$ cat src/rtl/mips_isa_pkg.sv
`default_nettype none
// ============================================================================
//  Module      : mips_isa_pkg
//  Description : Shared MIPS ISA definitions for the instruction encoder and
//                the decoder: operation-select enum, primary opcodes, R-type
//                funct codes, field bit positions and word-packing helpers.
//  Revision    : 1.0  initial release
// ============================================================================
package mips_isa_pkg;

    // Operation select carried on op_sel. Values 18..31 are not defined and
    // are reported as illegal by the encoder.
    typedef enum logic [4:0] {
        OP_SLL  = 5'd0,
        OP_JR   = 5'd1,
        OP_MFLO = 5'd2,
        OP_MULT = 5'd3,
        OP_ADD  = 5'd4,
        OP_OR   = 5'd5,
        OP_SLT  = 5'd6,
        OP_J    = 5'd7,
        OP_JAL  = 5'd8,
        OP_BEQ  = 5'd9,
        OP_BNE  = 5'd10,
        OP_ADDI = 5'd11,
        OP_SLTI = 5'd12,
        OP_ANDI = 5'd13,
        OP_ORI  = 5'd14,
        OP_LUI  = 5'd15,
        OP_LW   = 5'd16,
        OP_SW   = 5'd17
    } op_e;

    // Field bit positions inside the 32-bit machine word.
    localparam int c_OPC_LSB   = 26;
    localparam int c_RS_LSB    = 21;
    localparam int c_RT_LSB    = 16;
    localparam int c_RD_LSB    = 11;
    localparam int c_SHAMT_LSB = 6;

    // Primary opcodes.
    localparam logic [5:0] c_OPC_RTYPE = 6'h00;
    localparam logic [5:0] c_OPC_J     = 6'h02;
    localparam logic [5:0] c_OPC_JAL   = 6'h03;
    localparam logic [5:0] c_OPC_BEQ   = 6'h04;
    localparam logic [5:0] c_OPC_BNE   = 6'h05;
    localparam logic [5:0] c_OPC_ADDI  = 6'h08;
    localparam logic [5:0] c_OPC_SLTI  = 6'h0A;
    localparam logic [5:0] c_OPC_ANDI  = 6'h0C;
    localparam logic [5:0] c_OPC_ORI   = 6'h0D;
    localparam logic [5:0] c_OPC_LUI   = 6'h0F;
    localparam logic [5:0] c_OPC_LW    = 6'h23;
    localparam logic [5:0] c_OPC_SW    = 6'h2B;

    // R-type funct codes.
    localparam logic [5:0] c_FN_SLL  = 6'h00;
    localparam logic [5:0] c_FN_JR   = 6'h08;
    localparam logic [5:0] c_FN_MFLO = 6'h12;
    localparam logic [5:0] c_FN_MULT = 6'h18;
    localparam logic [5:0] c_FN_ADD  = 6'h20;
    localparam logic [5:0] c_FN_OR   = 6'h25;
    localparam logic [5:0] c_FN_SLT  = 6'h2A;

    localparam logic [4:0] c_REG_ZERO = 5'd0;

    // R-type word: opcode is always zero.
    function automatic logic [31:0] pack_r(input logic [4:0] rs, input logic [4:0] rt,
                                           input logic [4:0] rd, input logic [4:0] shamt,
                                           input logic [5:0] funct);
        return {c_OPC_RTYPE, rs, rt, rd, shamt, funct};
    endfunction

    function automatic logic [31:0] pack_i(input logic [5:0] opc, input logic [4:0] rs,
                                           input logic [4:0] rt, input logic [15:0] imm);
        return {opc, rs, rt, imm};
    endfunction

    function automatic logic [31:0] pack_j(input logic [5:0] opc, input logic [25:0] target);
        return {opc, target};
    endfunction

endpackage
`default_nettype wire

$ cat src/rtl/encode_instruction_if.sv
`default_nettype none
// ============================================================================
//  Module      : encode_instruction_if
//  Description : Request and memory-write bundle of the instruction encoder.
//                master : the loader side (drives requests, accepts words)
//                slave  : the encoder (accepts requests, drives words)
//  Signals     : start/base_addr     program start and first word address
//                in_valid/in_ready   request handshake
//                op_sel,rs,rt,rd,shamt,imm,target  symbolic instruction
//                mem_valid/mem_ready/mem_addr/mem_wdata  memory write port
//                illegal, words_written  status
//  Revision    : 1.0  initial release
// ============================================================================
interface encode_instruction_if #(
    parameter int ADDR_W = 10
);
    logic              start;
    logic [ADDR_W-1:0] base_addr;
    logic              in_valid;
    logic              in_ready;
    logic [4:0]        op_sel;
    logic [4:0]        rs;
    logic [4:0]        rt;
    logic [4:0]        rd;
    logic [4:0]        shamt;
    logic [15:0]       imm;
    logic [25:0]       target;
    logic              mem_valid;
    logic              mem_ready;
    logic [ADDR_W-1:0] mem_addr;
    logic [31:0]       mem_wdata;
    logic              illegal;
    logic [ADDR_W-1:0] words_written;

    modport slave (
        input  start, base_addr, in_valid, op_sel, rs, rt, rd, shamt, imm, target,
               mem_ready,
        output in_ready, mem_valid, mem_addr, mem_wdata, illegal, words_written
    );

    modport master (
        output start, base_addr, in_valid, op_sel, rs, rt, rd, shamt, imm, target,
               mem_ready,
        input  in_ready, mem_valid, mem_addr, mem_wdata, illegal, words_written
    );
endinterface
`default_nettype wire

$ cat src/rtl/encode_instruction_fields.sv
`default_nettype none
// ============================================================================
//  Module      : encode_fields
//  Description : Combinational packer from a symbolic instruction to a 32-bit
//                MIPS word. Register fields an operation does not use are
//                forced to zero. Unsupported op_sel values raise o_illegal and
//                give a zero word.
//  Config      : ENC_BRANCH_REL_EN - BEQ/BNE offset is computed from the
//                absolute word address in i_target (ADDR_W <= 16) instead of
//                taking i_imm verbatim.
//  Ports       : i_op_sel, i_rs, i_rt, i_rd, i_shamt, i_imm, i_target  fields
//                i_addr     word address assigned to this instruction
//                o_word     encoded instruction
//                o_illegal  op_sel not supported
//  Revision    : 1.0  initial release
// ============================================================================
module encode_fields
    import mips_isa_pkg::*;
#(
    parameter int ADDR_W = 10
) (
    input  wire logic [4:0]        i_op_sel,
    input  wire logic [4:0]        i_rs,
    input  wire logic [4:0]        i_rt,
    input  wire logic [4:0]        i_rd,
    input  wire logic [4:0]        i_shamt,
    input  wire logic [15:0]       i_imm,
    input  wire logic [25:0]       i_target,
    input  wire logic [ADDR_W-1:0] i_addr,
    output logic      [31:0]       o_word,
    output logic                   o_illegal
);

    logic [15:0] w_br_imm;

`ifdef ENC_BRANCH_REL_EN
    // Offset is relative to the word after the branch; both operands are
    // zero-extended to 16 bits so the difference wraps as two's complement.
    logic [15:0] w_tgt16;
    logic [15:0] w_next16;
    assign w_tgt16  = 16'(i_target[ADDR_W-1:0]);
    assign w_next16 = 16'(i_addr) + 16'd1;
    assign w_br_imm = w_tgt16 - w_next16;
`else
    // The assigned address only matters for relative branches.
    logic w_unused_addr;
    assign w_unused_addr = ^i_addr;
    assign w_br_imm      = i_imm;
`endif

    always_comb begin
        o_word    = '0;
        o_illegal = 1'b0;
        case (i_op_sel)
            OP_SLL:  o_word = pack_r(c_REG_ZERO, i_rt, i_rd, i_shamt, c_FN_SLL);
            OP_JR:   o_word = pack_r(i_rs, c_REG_ZERO, c_REG_ZERO, 5'd0, c_FN_JR);
            OP_MFLO: o_word = pack_r(c_REG_ZERO, c_REG_ZERO, i_rd, 5'd0, c_FN_MFLO);
            OP_MULT: o_word = pack_r(i_rs, i_rt, c_REG_ZERO, 5'd0, c_FN_MULT);
            OP_ADD:  o_word = pack_r(i_rs, i_rt, i_rd, 5'd0, c_FN_ADD);
            OP_OR:   o_word = pack_r(i_rs, i_rt, i_rd, 5'd0, c_FN_OR);
            OP_SLT:  o_word = pack_r(i_rs, i_rt, i_rd, 5'd0, c_FN_SLT);
            OP_J:    o_word = pack_j(c_OPC_J, i_target);
            OP_JAL:  o_word = pack_j(c_OPC_JAL, i_target);
            OP_BEQ:  o_word = pack_i(c_OPC_BEQ, i_rs, i_rt, w_br_imm);
            OP_BNE:  o_word = pack_i(c_OPC_BNE, i_rs, i_rt, w_br_imm);
            OP_ADDI: o_word = pack_i(c_OPC_ADDI, i_rs, i_rt, i_imm);
            OP_SLTI: o_word = pack_i(c_OPC_SLTI, i_rs, i_rt, i_imm);
            OP_ANDI: o_word = pack_i(c_OPC_ANDI, i_rs, i_rt, i_imm);
            OP_ORI:  o_word = pack_i(c_OPC_ORI, i_rs, i_rt, i_imm);
            OP_LUI:  o_word = pack_i(c_OPC_LUI, c_REG_ZERO, i_rt, i_imm);
            OP_LW:   o_word = pack_i(c_OPC_LW, i_rs, i_rt, i_imm);
            OP_SW:   o_word = pack_i(c_OPC_SW, i_rs, i_rt, i_imm);
            default: o_illegal = 1'b1;
        endcase
    end

endmodule
`default_nettype wire

$ cat src/rtl/encode_instruction.sv
`default_nettype none
// ============================================================================
//  Module      : encode_instruction
//  Description : Instruction encoder and program-memory writer. Accepts one
//                symbolic instruction per handshake, packs it into a MIPS
//                word and presents it on a registered memory-write port at an
//                auto-incrementing word address.
//  Config      : ENC_BRANCH_REL_EN - relative BEQ/BNE offsets (see
//                encode_fields).
//  Ports       : clk    clock, all state on rising edge
//                reset  synchronous active-high reset
//                bus    encode_instruction_if.slave (request, memory, status)
//  Revision    : 1.0  initial release
// ============================================================================
module encode_instruction
    import mips_isa_pkg::*;
#(
    parameter int ADDR_W = 10
) (
    input  wire logic             clk,
    input  wire logic             reset,
    encode_instruction_if.slave   bus
);

    localparam logic [ADDR_W-1:0] c_ONE = ADDR_W'(1);

    logic [ADDR_W-1:0] r_wr_ptr;
    logic              r_mem_valid;
    logic [ADDR_W-1:0] r_mem_addr;
    logic [31:0]       r_mem_wdata;
    logic              r_illegal;
    logic [ADDR_W-1:0] r_words_written;

    logic              w_in_ready;
    logic              w_accept;
    logic [31:0]       w_word;
    logic              w_illegal;
    logic              w_load;

    // A new word may enter only when the output register is empty or is
    // being drained this cycle; start blocks acceptance so the pointer load
    // cannot collide with an assignment.
    assign w_in_ready = !reset && !bus.start && (!r_mem_valid || bus.mem_ready);
    assign w_accept   = bus.in_valid && w_in_ready;
    assign w_load     = w_accept && !w_illegal;

    encode_fields #(
        .ADDR_W (ADDR_W)
    ) u_encode_fields (
        .i_op_sel  (bus.op_sel),
        .i_rs      (bus.rs),
        .i_rt      (bus.rt),
        .i_rd      (bus.rd),
        .i_shamt   (bus.shamt),
        .i_imm     (bus.imm),
        .i_target  (bus.target),
        .i_addr    (r_wr_ptr),
        .o_word    (w_word),
        .o_illegal (w_illegal)
    );

    always_ff @(posedge clk) begin
        if (reset) begin
            r_wr_ptr        <= '0;
            r_mem_valid     <= 1'b0;
            r_mem_addr      <= '0;
            r_mem_wdata     <= '0;
            r_illegal       <= 1'b0;
            r_words_written <= '0;
        end else begin
            r_illegal <= w_accept && w_illegal;

            if (bus.start) begin
                r_wr_ptr        <= bus.base_addr;
                r_words_written <= '0;
            end else begin
                if (r_mem_valid && bus.mem_ready) begin
                    r_words_written <= r_words_written + c_ONE;
                end
                if (w_load) begin
                    r_wr_ptr <= r_wr_ptr + c_ONE;
                end
            end

            // An illegal request is consumed without touching the output
            // register, so a draining word still clears mem_valid.
            if (w_load) begin
                r_mem_valid <= 1'b1;
                r_mem_addr  <= r_wr_ptr;
                r_mem_wdata <= w_word;
            end else if (bus.mem_ready) begin
                r_mem_valid <= 1'b0;
            end
        end
    end

    assign bus.in_ready      = w_in_ready;
    assign bus.mem_valid     = r_mem_valid;
    assign bus.mem_addr      = r_mem_addr;
    assign bus.mem_wdata     = r_mem_wdata;
    assign bus.illegal       = r_illegal;
    assign bus.words_written = r_words_written;

endmodule
`default_nettype wire

$ cat src/flat_wrapper.sv
// flat-port wrapper written by rule: the top's interface ports become plain ports
module encode_instruction_flat import mips_isa_pkg::*;
#(
    parameter int ADDR_W = 10
)
  (clk, reset, bus_start, bus_base_addr, bus_in_valid, bus_op_sel, bus_rs, bus_rt, bus_rd, bus_shamt, bus_imm, bus_target, bus_mem_ready, bus_in_ready, bus_mem_valid, bus_mem_addr, bus_mem_wdata, bus_illegal, bus_words_written);
  encode_instruction_if #(.ADDR_W(ADDR_W)) bus_i ();
  input  wire logic clk;
  input  wire logic reset;
  input wire logic [$bits(bus_i.start)-1:0] bus_start;
  input wire logic [$bits(bus_i.base_addr)-1:0] bus_base_addr;
  input wire logic [$bits(bus_i.in_valid)-1:0] bus_in_valid;
  input wire logic [$bits(bus_i.op_sel)-1:0] bus_op_sel;
  input wire logic [$bits(bus_i.rs)-1:0] bus_rs;
  input wire logic [$bits(bus_i.rt)-1:0] bus_rt;
  input wire logic [$bits(bus_i.rd)-1:0] bus_rd;
  input wire logic [$bits(bus_i.shamt)-1:0] bus_shamt;
  input wire logic [$bits(bus_i.imm)-1:0] bus_imm;
  input wire logic [$bits(bus_i.target)-1:0] bus_target;
  input wire logic [$bits(bus_i.mem_ready)-1:0] bus_mem_ready;
  output wire logic [$bits(bus_i.in_ready)-1:0] bus_in_ready;
  output wire logic [$bits(bus_i.mem_valid)-1:0] bus_mem_valid;
  output wire logic [$bits(bus_i.mem_addr)-1:0] bus_mem_addr;
  output wire logic [$bits(bus_i.mem_wdata)-1:0] bus_mem_wdata;
  output wire logic [$bits(bus_i.illegal)-1:0] bus_illegal;
  output wire logic [$bits(bus_i.words_written)-1:0] bus_words_written;
  assign bus_i.start = bus_start;
  assign bus_i.base_addr = bus_base_addr;
  assign bus_i.in_valid = bus_in_valid;
  assign bus_i.op_sel = bus_op_sel;
  assign bus_i.rs = bus_rs;
  assign bus_i.rt = bus_rt;
  assign bus_i.rd = bus_rd;
  assign bus_i.shamt = bus_shamt;
  assign bus_i.imm = bus_imm;
  assign bus_i.target = bus_target;
  assign bus_i.mem_ready = bus_mem_ready;
  assign bus_in_ready = bus_i.in_ready;
  assign bus_mem_valid = bus_i.mem_valid;
  assign bus_mem_addr = bus_i.mem_addr;
  assign bus_mem_wdata = bus_i.mem_wdata;
  assign bus_illegal = bus_i.illegal;
  assign bus_words_written = bus_i.words_written;
  encode_instruction #(.ADDR_W(ADDR_W)) u_core (.clk(clk), .reset(reset), .bus(bus_i));
endmodule
$ cat config.mk
export PLATFORM = sky130hd
export DESIGN_NAME = encode_instruction_flat
export DESIGN_NICKNAME = d
export VERILOG_FILES = /design/src/rtl/mips_isa_pkg.sv /design/src/rtl/encode_instruction_if.sv /design/src/rtl/encode_instruction_fields.sv /design/src/rtl/encode_instruction.sv /design/src/flat_wrapper.sv
export SDC_FILE = /design/constraint.sdc
export NUM_CORES = 1
export LEC_CHECK = 0
export CAP_MARGIN = 10
export CORE_MARGIN = 2
export CORE_UTILIZATION = 36
export CTS_CLUSTER_SIZE = 8
export DETAILED_ROUTE_END_ITERATION = 12
export PLACE_DENSITY_LB_ADDON = 0.2
export SLEW_MARGIN = 20
export SYNTH_ARGS = -nofsm -noshare
export SYNTH_HDL_FRONTEND = slang
export SYNTH_SLANG_ARGS = --single-unit
$ cat constraint.sdc
create_clock -name clk -period 1.9 [get_ports clk]
set_clock_uncertainty 0.15 [all_clocks]
set_input_delay 0.38 -clock clk [delete_from_list [all_inputs] [get_ports clk]]
set_output_delay 0.38 -clock clk [all_outputs]
set_load 0.005 [all_outputs]
== Word level (Yosys, flattened, before mapping) ==
Index checks and enable logic that the tools add are counted.

* Input port bits: 82
* Word-level logic and storage cells: 46
* Bits in registers: 64
* Output and inout bits: 55

* Multiplexer cells: 6
* Reduce and logical (&&, ||, !) cells: 15
* Equal/unequal tests: 17
* $add $sub $neg: 2

{| class="wikitable"
|+ Operator list
! kind !! number
|-
| $pmux W32 S18 || 1
|-
| $eq A5 B4 Y1 const B || 8
|-
| $add A10 B1 Y10 const B || 2
|-
| $eq A5 B3 Y1 const B || 4
|-
| $mux W10 || 2
|-
| $reduce_or A18 Y1 || 1
|-
| $eq A5 B2 Y1 const B || 2
|-
| $eq A5 B5 Y1 const B || 2
|-
| $logic_and A1 B1 Y1 || 6
|-
| $eq A5 B1 Y1 const B || 1
|-
| $logic_not A5 Y1 || 1
|-
| $reduce_bool A2 Y1 || 2
|-
| $logic_not A1 Y1 || 3
|-
| $mux W1 || 3
|-
| $reduce_or A2 Y1 || 1
|-
| $logic_or A1 B1 Y1 || 1
|}

== Logic depth before layout (Yosys ltp) ==
Gate-level depths: netlist of the first run.

* Depth in word-level cells: 7
* Mapped depth: 7
* Depth with buffers taken out: 5

== By module ==
From an unflattened synthesis of the first run, not the netlist that was laid out.

* Cells, all modules: 411
* Area, all modules: 3284.4 sq um

{| class="wikitable"
|+ Modules (own cells, without submodules)
! module !! area each (sq um) !! seq. area each (sq um) !! instances !! cells an instance
|-
| encode_instruction || 2541.2 || 1281.2 || 1 || 312
|-
| encode_fields || 743.2 || 0.0 || 1 || 99
|}

== Worst setup path before layout of the first run ==
No wires, ideal clock.

* Path kind: input port to flip-flop
* From: input bus_op_sel[2]
* To: register u_core.r_mem_wdata[0] (netlist: u_core.bus.mem_wdata[0])
* Arrival time: 1770 ps
* Slack: -106 ps
* Data required time: 1664 ps
* Path buffers: 2
* Library setup time: 86 ps
* Cell stages on the path: 6
* Path through: clkbuf_1 -> or4b_1 -> a21oi_1 -> buf_2 -> a22oi_1 -> a211oi_1

* Cells in the longest elaborated chain, start to end: 3
* Elaborated cells on any way between the ends: 21
* Classes of those cells: eq/ne (17); mux (1); reduce/logical (3)

{| class="wikitable"
|+ RTL lines
! what !! RTL line !! text
|-
| from (decl) || flat_wrapper.sv:13 || <nowiki>input wire logic [$bits(bus_i.op_sel)-1:0] bus_op_sel;</nowiki>
|-
| $eq A5 B5 Y1, or another cell as far along || encode_instruction_fields.sv:54 || <nowiki>case (i_op_sel)</nowiki>
|-
| $reduce_or A18 Y1 (no line) || -- ||
|-
| $logic_and A1 B1 Y1 || encode_instruction.sv:45 || <nowiki>assign w_load = w_accept && !w_illegal;</nowiki>
|-
| to (signal assigned) || encode_instruction.sv:90 || <nowiki>r_mem_wdata <= w_word;</nowiki>
|-
| to (decl) || encode_instruction.sv:30 || <nowiki>logic [31:0] r_mem_wdata;</nowiki>
|}

Several ways; a longest one is shown, not always the timed one.
A chain may end at the register's enable or synchronous reset.

== Final worst setup path of the first run ==
* From: input bus_in_valid
* To: register u_core.r_wr_ptr[7]

* Cells in the longest elaborated chain, start to end: 3

{| class="wikitable"
|+ RTL lines
! what !! RTL line !! text
|-
| from (decl) || flat_wrapper.sv:12 || <nowiki>input wire logic [$bits(bus_i.in_valid)-1:0] bus_in_valid;</nowiki>
|-
| $logic_and A1 B1 Y1 || encode_instruction.sv:44 || <nowiki>assign w_accept = bus.in_valid && w_in_ready;</nowiki>
|-
| $logic_and A1 B1 Y1 || encode_instruction.sv:45 ||
|-
| $reduce_bool A2 Y1 (no line) || -- ||
|-
| to (signal assigned) || encode_instruction.sv:74 || <nowiki>r_wr_ptr <= bus.base_addr;</nowiki>
|-
| to (signal assigned) || encode_instruction.sv:81 || <nowiki>r_wr_ptr <= r_wr_ptr + c_ONE;</nowiki>
|-
| to (decl) || encode_instruction.sv:27 || <nowiki>logic [ADDR_W-1:0] r_wr_ptr;</nowiki>
|}

No other way between the ends.

==> results of run 1 <==
report_power, final:
part	leakage, nW	switching (W)	internal, W
Combinational	1.31	0.000242	0.000341
Sequential	0.514	0.0000304	0.00136
Clock	0.102	0.000541	0.000734
registers in the layout (all words and copies together), names as in the netlist:
| signal | flops |
|---|---|
| u_core.bus.mem_wdata | 31 |
| u_core.bus.mem_addr | 10 |
| u_core.bus.words_written | 10 |
| u_core.r_wr_ptr | 10 |
| u_core.bus.illegal | 1 |
| u_core.bus.mem_valid | 1 |
worst max-delay path: cells and delay by family:
family          cells  cell delay, ns
compound gates      1            0.17
simple gates        3            0.79
buf+inv             2            0.67
routing by layer:
layer / routed length, µm / vias to the layer above
li1: - / 1774
met1: 4470 / 1649
met2: 4810 / 137
met3: 748 / 20
met4: 247 / 0
met5: 0 / -
stage by stage:
stage,std cells,TNS (ns),hold WS (ns),util,total power [W]
2_1_floorplan,384,-1.25,0.288,-,0.00163
3_3_place_gp,647,-21.87,0.297,0.597,0.00198
5_1_grt,667,-0.0546,0.327,0.633,0.00338
6_report,668,0,0.305,0.633,0.00325
4_1_cts,664,-0.0253,0.308,0.624,0.00327
3_5_place_dp,647,-23.05,0.297,0.597,0.00199
final cells by class:
type,instances,share of cell area
Antenna cell,2,0.000953
Clock inverter,6,0.0162
Tap cell,105,0.0250
Clock buffer,10,0.0243
Timing Repair Buffer,192,0.356
Multi-Input combinational cell,281,0.330
Inverter,9,0.00643
Sequential cell,63,0.241
synthesized netlist by cell type (2+ instances only):
library cell / n
a211oi_1: 27
a21oi_1: 24
a221oi_1: 18
a22oi_1: 3
a311oi_1: 4
a31oi_1: 3
and3_1: 2
and4_1: 2
buf_2: 8
buf_4: 3
clkbuf_1: 19
dfxtp_1: 63
ha_1: 2
inv_1: 9
nand2_1: 48
nand2b_1: 5
nand3_1: 7
nand4_1: 13
nor2_1: 49
nor2b_1: 2
nor3_1: 12
o211ai_1: 2
o21ai_0: 6
o311ai_0: 3
or3_1: 6
or3b_2: 2
or4_1: 4
or4b_1: 2
xnor2_1: 2
xor2_1: 7
final timing paths:
path                                               to  depth (start not counted)
setup reg to reg      u_core.r_wr_ptr[7]$_SDFFE_PP0P_                          5
setup / recovery      u_core.r_wr_ptr[7]$_SDFFE_PP0P_                          6
hold reg to reg   u_core.bus.mem_addr[8]$_SDFFE_PP0P_                          2
hold / removal    u_core.bus.mem_addr[8]$_SDFFE_PP0P_                          2
repair_timing:
item                                    4_1_cts  5_1_grt
endpoints found under the setup margin       48       37
resized for setup                            12       12
hold buffers                                  0        0
setup buffers                                 1        2
pin swaps                                     2        1
logic make-up (layout without fill, tap and decap cells):
kind of cell    after synthesis  count (layout)  share of synthesized area
other cells                   1               3                    0.00120
xor+xnor                      9               9                     0.0253
fa+ha+maj                     2               2                    0.00802
compound gates              105             105                      0.244
mux                           1               1                    0.00321
simple gates                163             163                      0.259
flops                        63              63                      0.404
buf+inv                      40             217                     0.0550
==> flow_summary.json, run 1 <==
{
  "status": "completed",
  "postSynth.topFlopCell": "dfxtp_1",
  "num_vias": 3580,
  "slowest_delay_ns": 0.50,
  "cap_violations": 0,
  "use_met3": 0.0590,
  "route.detailed.vias_per_inst": 5.36,
  "pwr_density_cell_nw_per_um2": 619,
  "post_syn_instances": 384,
  "antenna_violating_nets_post_route": 0,
  "numCtsBuffers": 9,
  "critical_path.endpoint_type": "register",
  "drt-wirelength-per-cell_um": 15.4,
  "critical_path_class": "in2reg",
  "floorplan.io_pins": 137,
  "final-max-slew-violation-count": 0,
  "syn_avg_cell_area_um2": 8.12,
  "synthTopCellsByArea": "dfxtp_1 40%, a211oi_1 6.5%, nor2_1 5.9%, nand2_1 5.8%, a221oi_1 5.1%",
  "final_setup_fails": 0,
  "share_of_synthesized_area_occupied_by_flip_flops_and_latches": 0.404,
  "arrival_ns": 2.01,
  "setup.reg_to_reg.worst_slack_ns": 0.13,
  "start_util": 0.376,
  "fin_area_um2": 5250,
  "hpwlAfterDp_mm": 7.42,
  "grt_max_degree": 53,
  "global_route.usage.met2": 0.352,
  "num-nets-final": 640,
  "grt_pass1_vias": 3387,
  "grt.busiest_layer": "met2",
  "die_w_um": 97.1,
  "floorplan.core_area_um2": 8300,
  "worst_ep_required_time_ns": 2.03,
  "cts.reportedPaths.clkPinSlew_ns": 0.08,
  "clock_path_buffers": 2,
  "regArea_um2": 1270,
  "number_of_h_tree_levels": 3,
  "synth_seq_cells": 63,
  "multi_input_comb_area_um2": 1730,
  "area.growth.synth_to_final_pct": 68.4,
  "placed_cell_area_um2": 4950,
  "final_min_period_over_clock_period": 0.991,
  "hold_viol": 0,
  "drt_wl_total_mm": 10.3,
  "most_common_cell_after_layout_fill_and_taps_aside": "clkdlybuf4s50_1",
  "worstReg2RegStart": "u_core.r_wr_ptr[0]$_SDFFE_PP0P_",
  "die_height_um": 97.1,
  "max_slew.worst_pin.slew_ns": 0.574,
  "number_of_remaining_drc_errors": 0,
  "hold_path_startpoint": "u_core.bus.mem_addr[8]$_SDFFE_PP0P_",
  "setup_slack_ns": 0.0175,
  "synthArstFlopShare": 0,
  "critical_path_top_delay_cell": "clkdlybuf4s50_1",
  "max_freq_mhz": 531,
  "post-synth-top-area-fraction": 0.404,
  "hold_path.class": "reg2reg",
  "portBuffers": 135,
  "die_area_um2": 9430,
  "cellLeakagePower_nw": 1.92,
  "crit_path_max_fo": 7,
  "grt_use_total": 0.216,
  "routabilityCongestion": 0.857,
  "post_synth_num_cell_types": 57,
  "syn_nets": 468,
  "maxSlewHeadroom": 0.617,
  "post-place-ws_ns": -0.554,
  "synth_enable_flop_cells": 0,
  "drt-pass1-iter-count": 6,
  "worst_ir_drop_vdd_mv": 0.362,
  "initialDrtViolationCount": 198,
  "wire_length_of_the_first_global_routing_pass_mm": 16.7,
  "nFillCells": 721,
  "critical_path.cell_chain": "clkdlybuf4s50_1, and3_1, nand3_1, buf_4, or4_1, a31oi_1",
  "gr-total-overflow": 0,
  "initial_antenna_violation_count": 1,
  "most-common-layout-cells": "125 x clkdlybuf4s50_1, 61 x dfxtp_1, 48 x nor2_1, 48 x nand2_1, 47 x buf_4",
  "yosysWarningCount": 0,
  "post_route_cells_drive_above_1_share": 0.162,
  "worstSetupStartpoint": "bus_in_valid",
  "grt.met1_usage": 0.269,
  "synthesis.area_um2": 3120,
  "root_buffer": "clkbuf_8",
  "largest_area_contributor_in_the_synthesized_netlist": "dfxtp_1",
  "period_needed_ns": 1.88,
  "tritoncts": "yes",
  "worst_setup_path_start_kind": "primary input",
  "rows": 33,
  "numClockSinks": 63,
  "clock_latency_ns": 0.35
}
Note: power is estimated with default switching activity, not from simulation.
==> run 2, diff against run 1 <==
--- a/config.mk
+++ b/config.mk
@@ -9,3 +9,3 @@
 export CORE_MARGIN = 2
-export CORE_UTILIZATION = 36
+export CORE_UTILIZATION = 25
 export CTS_CLUSTER_SIZE = 8
==> constraint.sdc (replaced) <==
create_clock -name clk -period 1.9 [get_ports clk]
set_clock_uncertainty 0.15 [all_clocks]
set_input_delay 0.57 -clock clk [delete_from_list [all_inputs] [get_ports clk]]
set_output_delay 0.57 -clock clk [all_outputs]
set_load 0.005 [all_outputs]
==> flow_summary.json, run 2 (synthesis gave the netlist of run 1 again) <==
{
  "clock_latency_ns": 0.33,
  "violations": "negative setup slack",
  "cts.reportedPaths.clkPinSlew_ns": 0.05,
  "holdWs_ns": 0.299,
  "grt.met1_usage": 0.222,
  "num-nets-final": 671,
  "die_height_um": 116,
  "global_route.usage.met2": 0.312,
  "initial_antenna_violation_count": 0,
  "grt.busiest_layer": "met2",
  "critical_path.endpoint_type": "register",
  "use_met3": 0.0554,
  "worstSetupStartpoint": "bus_op_sel[1]",
  "wire_length_of_the_first_global_routing_pass_mm": 19.3,
  "period_needed_ns": 1.97,
  "hold_path_startpoint": "u_core.bus.mem_addr[1]$_SDFFE_PP0P_",
  "route.detailed.vias_per_inst": 4.94,
  "largest_register_ff_count": 31,
  "maxSlewHeadroom": 0.552,
  "r2r_end": "u_core.r_wr_ptr[0]$_SDFFE_PP0P_",
  "worstReg2RegStart": "u_core.bus.mem_valid$_SDFFE_PP0P_",
  "totalNegativeSetupSlack_ns": -0.154,
  "hold_path.class": "reg2reg",
  "worst_setup_path_start_kind": "primary input",
  "critical_path_class": "in2reg",
  "final_setup_fails": 8,
  "hold_depth": 2,
  "hpwlAfterDp_mm": 8.31,
  "root_buffer": "clkbuf_16",
  "grt_max_degree": 53,
  "numCtsBuffers": 9,
  "gr-total-overflow": 0,
  "grt_use_total": 0.185,
  "worst_ep_required_time_ns": 1.99,
  "grt_pass1_vias": 3844,
  "antenna_violating_nets_post_route": 0,
  "routabilityCongestion": 0.870,
  "pwr_density_cell_nw_per_um2": 639,
  "drt-wirelength-per-cell_um": 16.6,
  "rows": 40,
  "post_route_cells_drive_above_1_share": 0.319,
  "worstHoldEndpoint": "u_core.bus.mem_addr[1]$_SDFFE_PP0P_",
  "count_of_antenna_diodes_in_the_layout": 0,
  "clock_path_buffers": 2,
  "final_min_period_over_clock_period": 1.03,
  "rsz_0062_raised_after_global_routing": "true",
  "cellLeakagePower_nw": 2.76,
  "status": "finished with violations",
  "hold_viol": 0,
  "max_freq_mhz": 509,
  "arrival_ns": 2.06,
  "max_slew.worst_pin.slew_ns": 0.671,
  "number_of_h_tree_levels": 3,
  "drt_wl_total_mm": 12.6,
  "setup_slack_ns": -0.0664,
  "cts_hold_repair.buffers": 0,
  "regArea_um2": 1270,
  "num_vias": 3753,
  "die_w_um": 116,
  "multi_input_comb_area_um2": 2030,
  "floorplan.io_pins": 137,
  "most_common_cell_after_layout_fill_and_taps_aside": "clkdlybuf4s50_1",
  "drt-pass1-iter-count": 4,
  "worst_ir_drop_vdd_mv": 0.332,
  "setup.reg_to_reg.worst_slack_ns": 0.16,
  "portBuffers": 135,
  "area.growth.synth_to_final_pct": 94.7,
  "floorplan.core_area_um2": 12100,
  "crit_path_max_fo": 6,
  "final-max-slew-violation-count": 0,
  "cap_violations": 0,
  "most-common-layout-cells": "73 x clkdlybuf4s50_1, 65 x buf_4, 52 x dfxtp_1",
  "nFillCells": 1175,
  "start_util": 0.258,
  "tritoncts": "yes",
  "number_of_remaining_drc_errors": 0,
  "die_area_um2": 13400,
  "worstRegToRegCells": 6,
  "numClockSinks": 63,
  "initialDrtViolationCount": 131
}
[run 2: changes by cell type in the layout (fill, tap and decap cells not counted), moves of 9 or more]
cell	before	now
dlygate4sd2_1	7	32
a211oi_2	2	13
buf_4	47	65
buf_6	3	15
dfxtp_2	1	11
a211oi_1	25	14
dlymetal6s2s_1	2	21
dfxtp_1	61	52
clkdlybuf4s50_1	125	73
a221oi_2	1	16
clkbuf_16	0	10
a221oi_1	17	2
[run 2: worst max-delay path: stages]
cell and delay [ns]:
buf_12 0.11, or4b_4 0.56, a21oi_4 0.32, clkbuf_16 0.22, nand2_4 0.04, a211oi_2 0.23
[run 2: worst max path at each step]
stage / cells after the start / endpoint / slack [ns]
finish: 6 / u_core.bus.mem_wdata[12]$_SDFFE_PP0P_ / -0.07
global placement: 7 / u_core.bus.mem_wdata[2]$_SDFFE_PP0P_ / -0.76
floorplan: 7 / u_core.bus.mem_addr[4]$_SDFFE_PP0P_ / -0.23
CTS: 8 / u_core.bus.mem_wdata[20]$_SDFFE_PP0P_ / -0.10
global route: 6 / u_core.bus.mem_wdata[12]$_SDFFE_PP0P_ / -0.10
detailed placement: 7 / u_core.bus.mem_wdata[2]$_SDFFE_PP0P_ / -0.83
[run 2: timing repair]
item / CTS / global route
gates resized for setup: 128 / 64
pin swaps: 27 / 29
buffers inserted: 18 / 4
gates cloned: 6 / 1
endpoints found under the setup margin: 89 / 66
[run 2: routing by layer]
layer	wire length, µm	up-vias
met5	0	-
met4	306	0
met3	902	25
met2	6070	130
met1	5330	1765
li1	-	1833
[run 2: final cells by class]
class | count | share of cell area
Tap cell | 168 | 0.0346
Clock inverter | 5 | 0.0134
Multi-Input combinational cell | 281 | 0.334
Inverter | 9 | 0.00556
Timing Repair Buffer | 223 | 0.363
Clock buffer | 11 | 0.0400
Sequential cell | 63 | 0.210
[run 2: report_power, final]
part / total, W / switching (W) / internal, W
logic: 0.000687 / 0.000302 / 0.000385
clock network: 0.00179 / 0.000610 / 0.00118
registers: 0.00140 / 0.0000334 / 0.00136
total: 0.00388 / 0.000945 / 0.00293
[run 2: stage by stage]
step                      cells  worst slack, ns  power (W)  cell area, µm²   util
after floorplan             384           -0.229    0.00164            3210      -
after global placement      720           -0.758    0.00201            5120  0.422
after detailed placement    720           -0.829    0.00201            5120  0.422
after CTS                   760           -0.101    0.00389            5900  0.487
after global routing        760           -0.105    0.00404            6070  0.501
final                       760          -0.0664    0.00388            6070  0.501
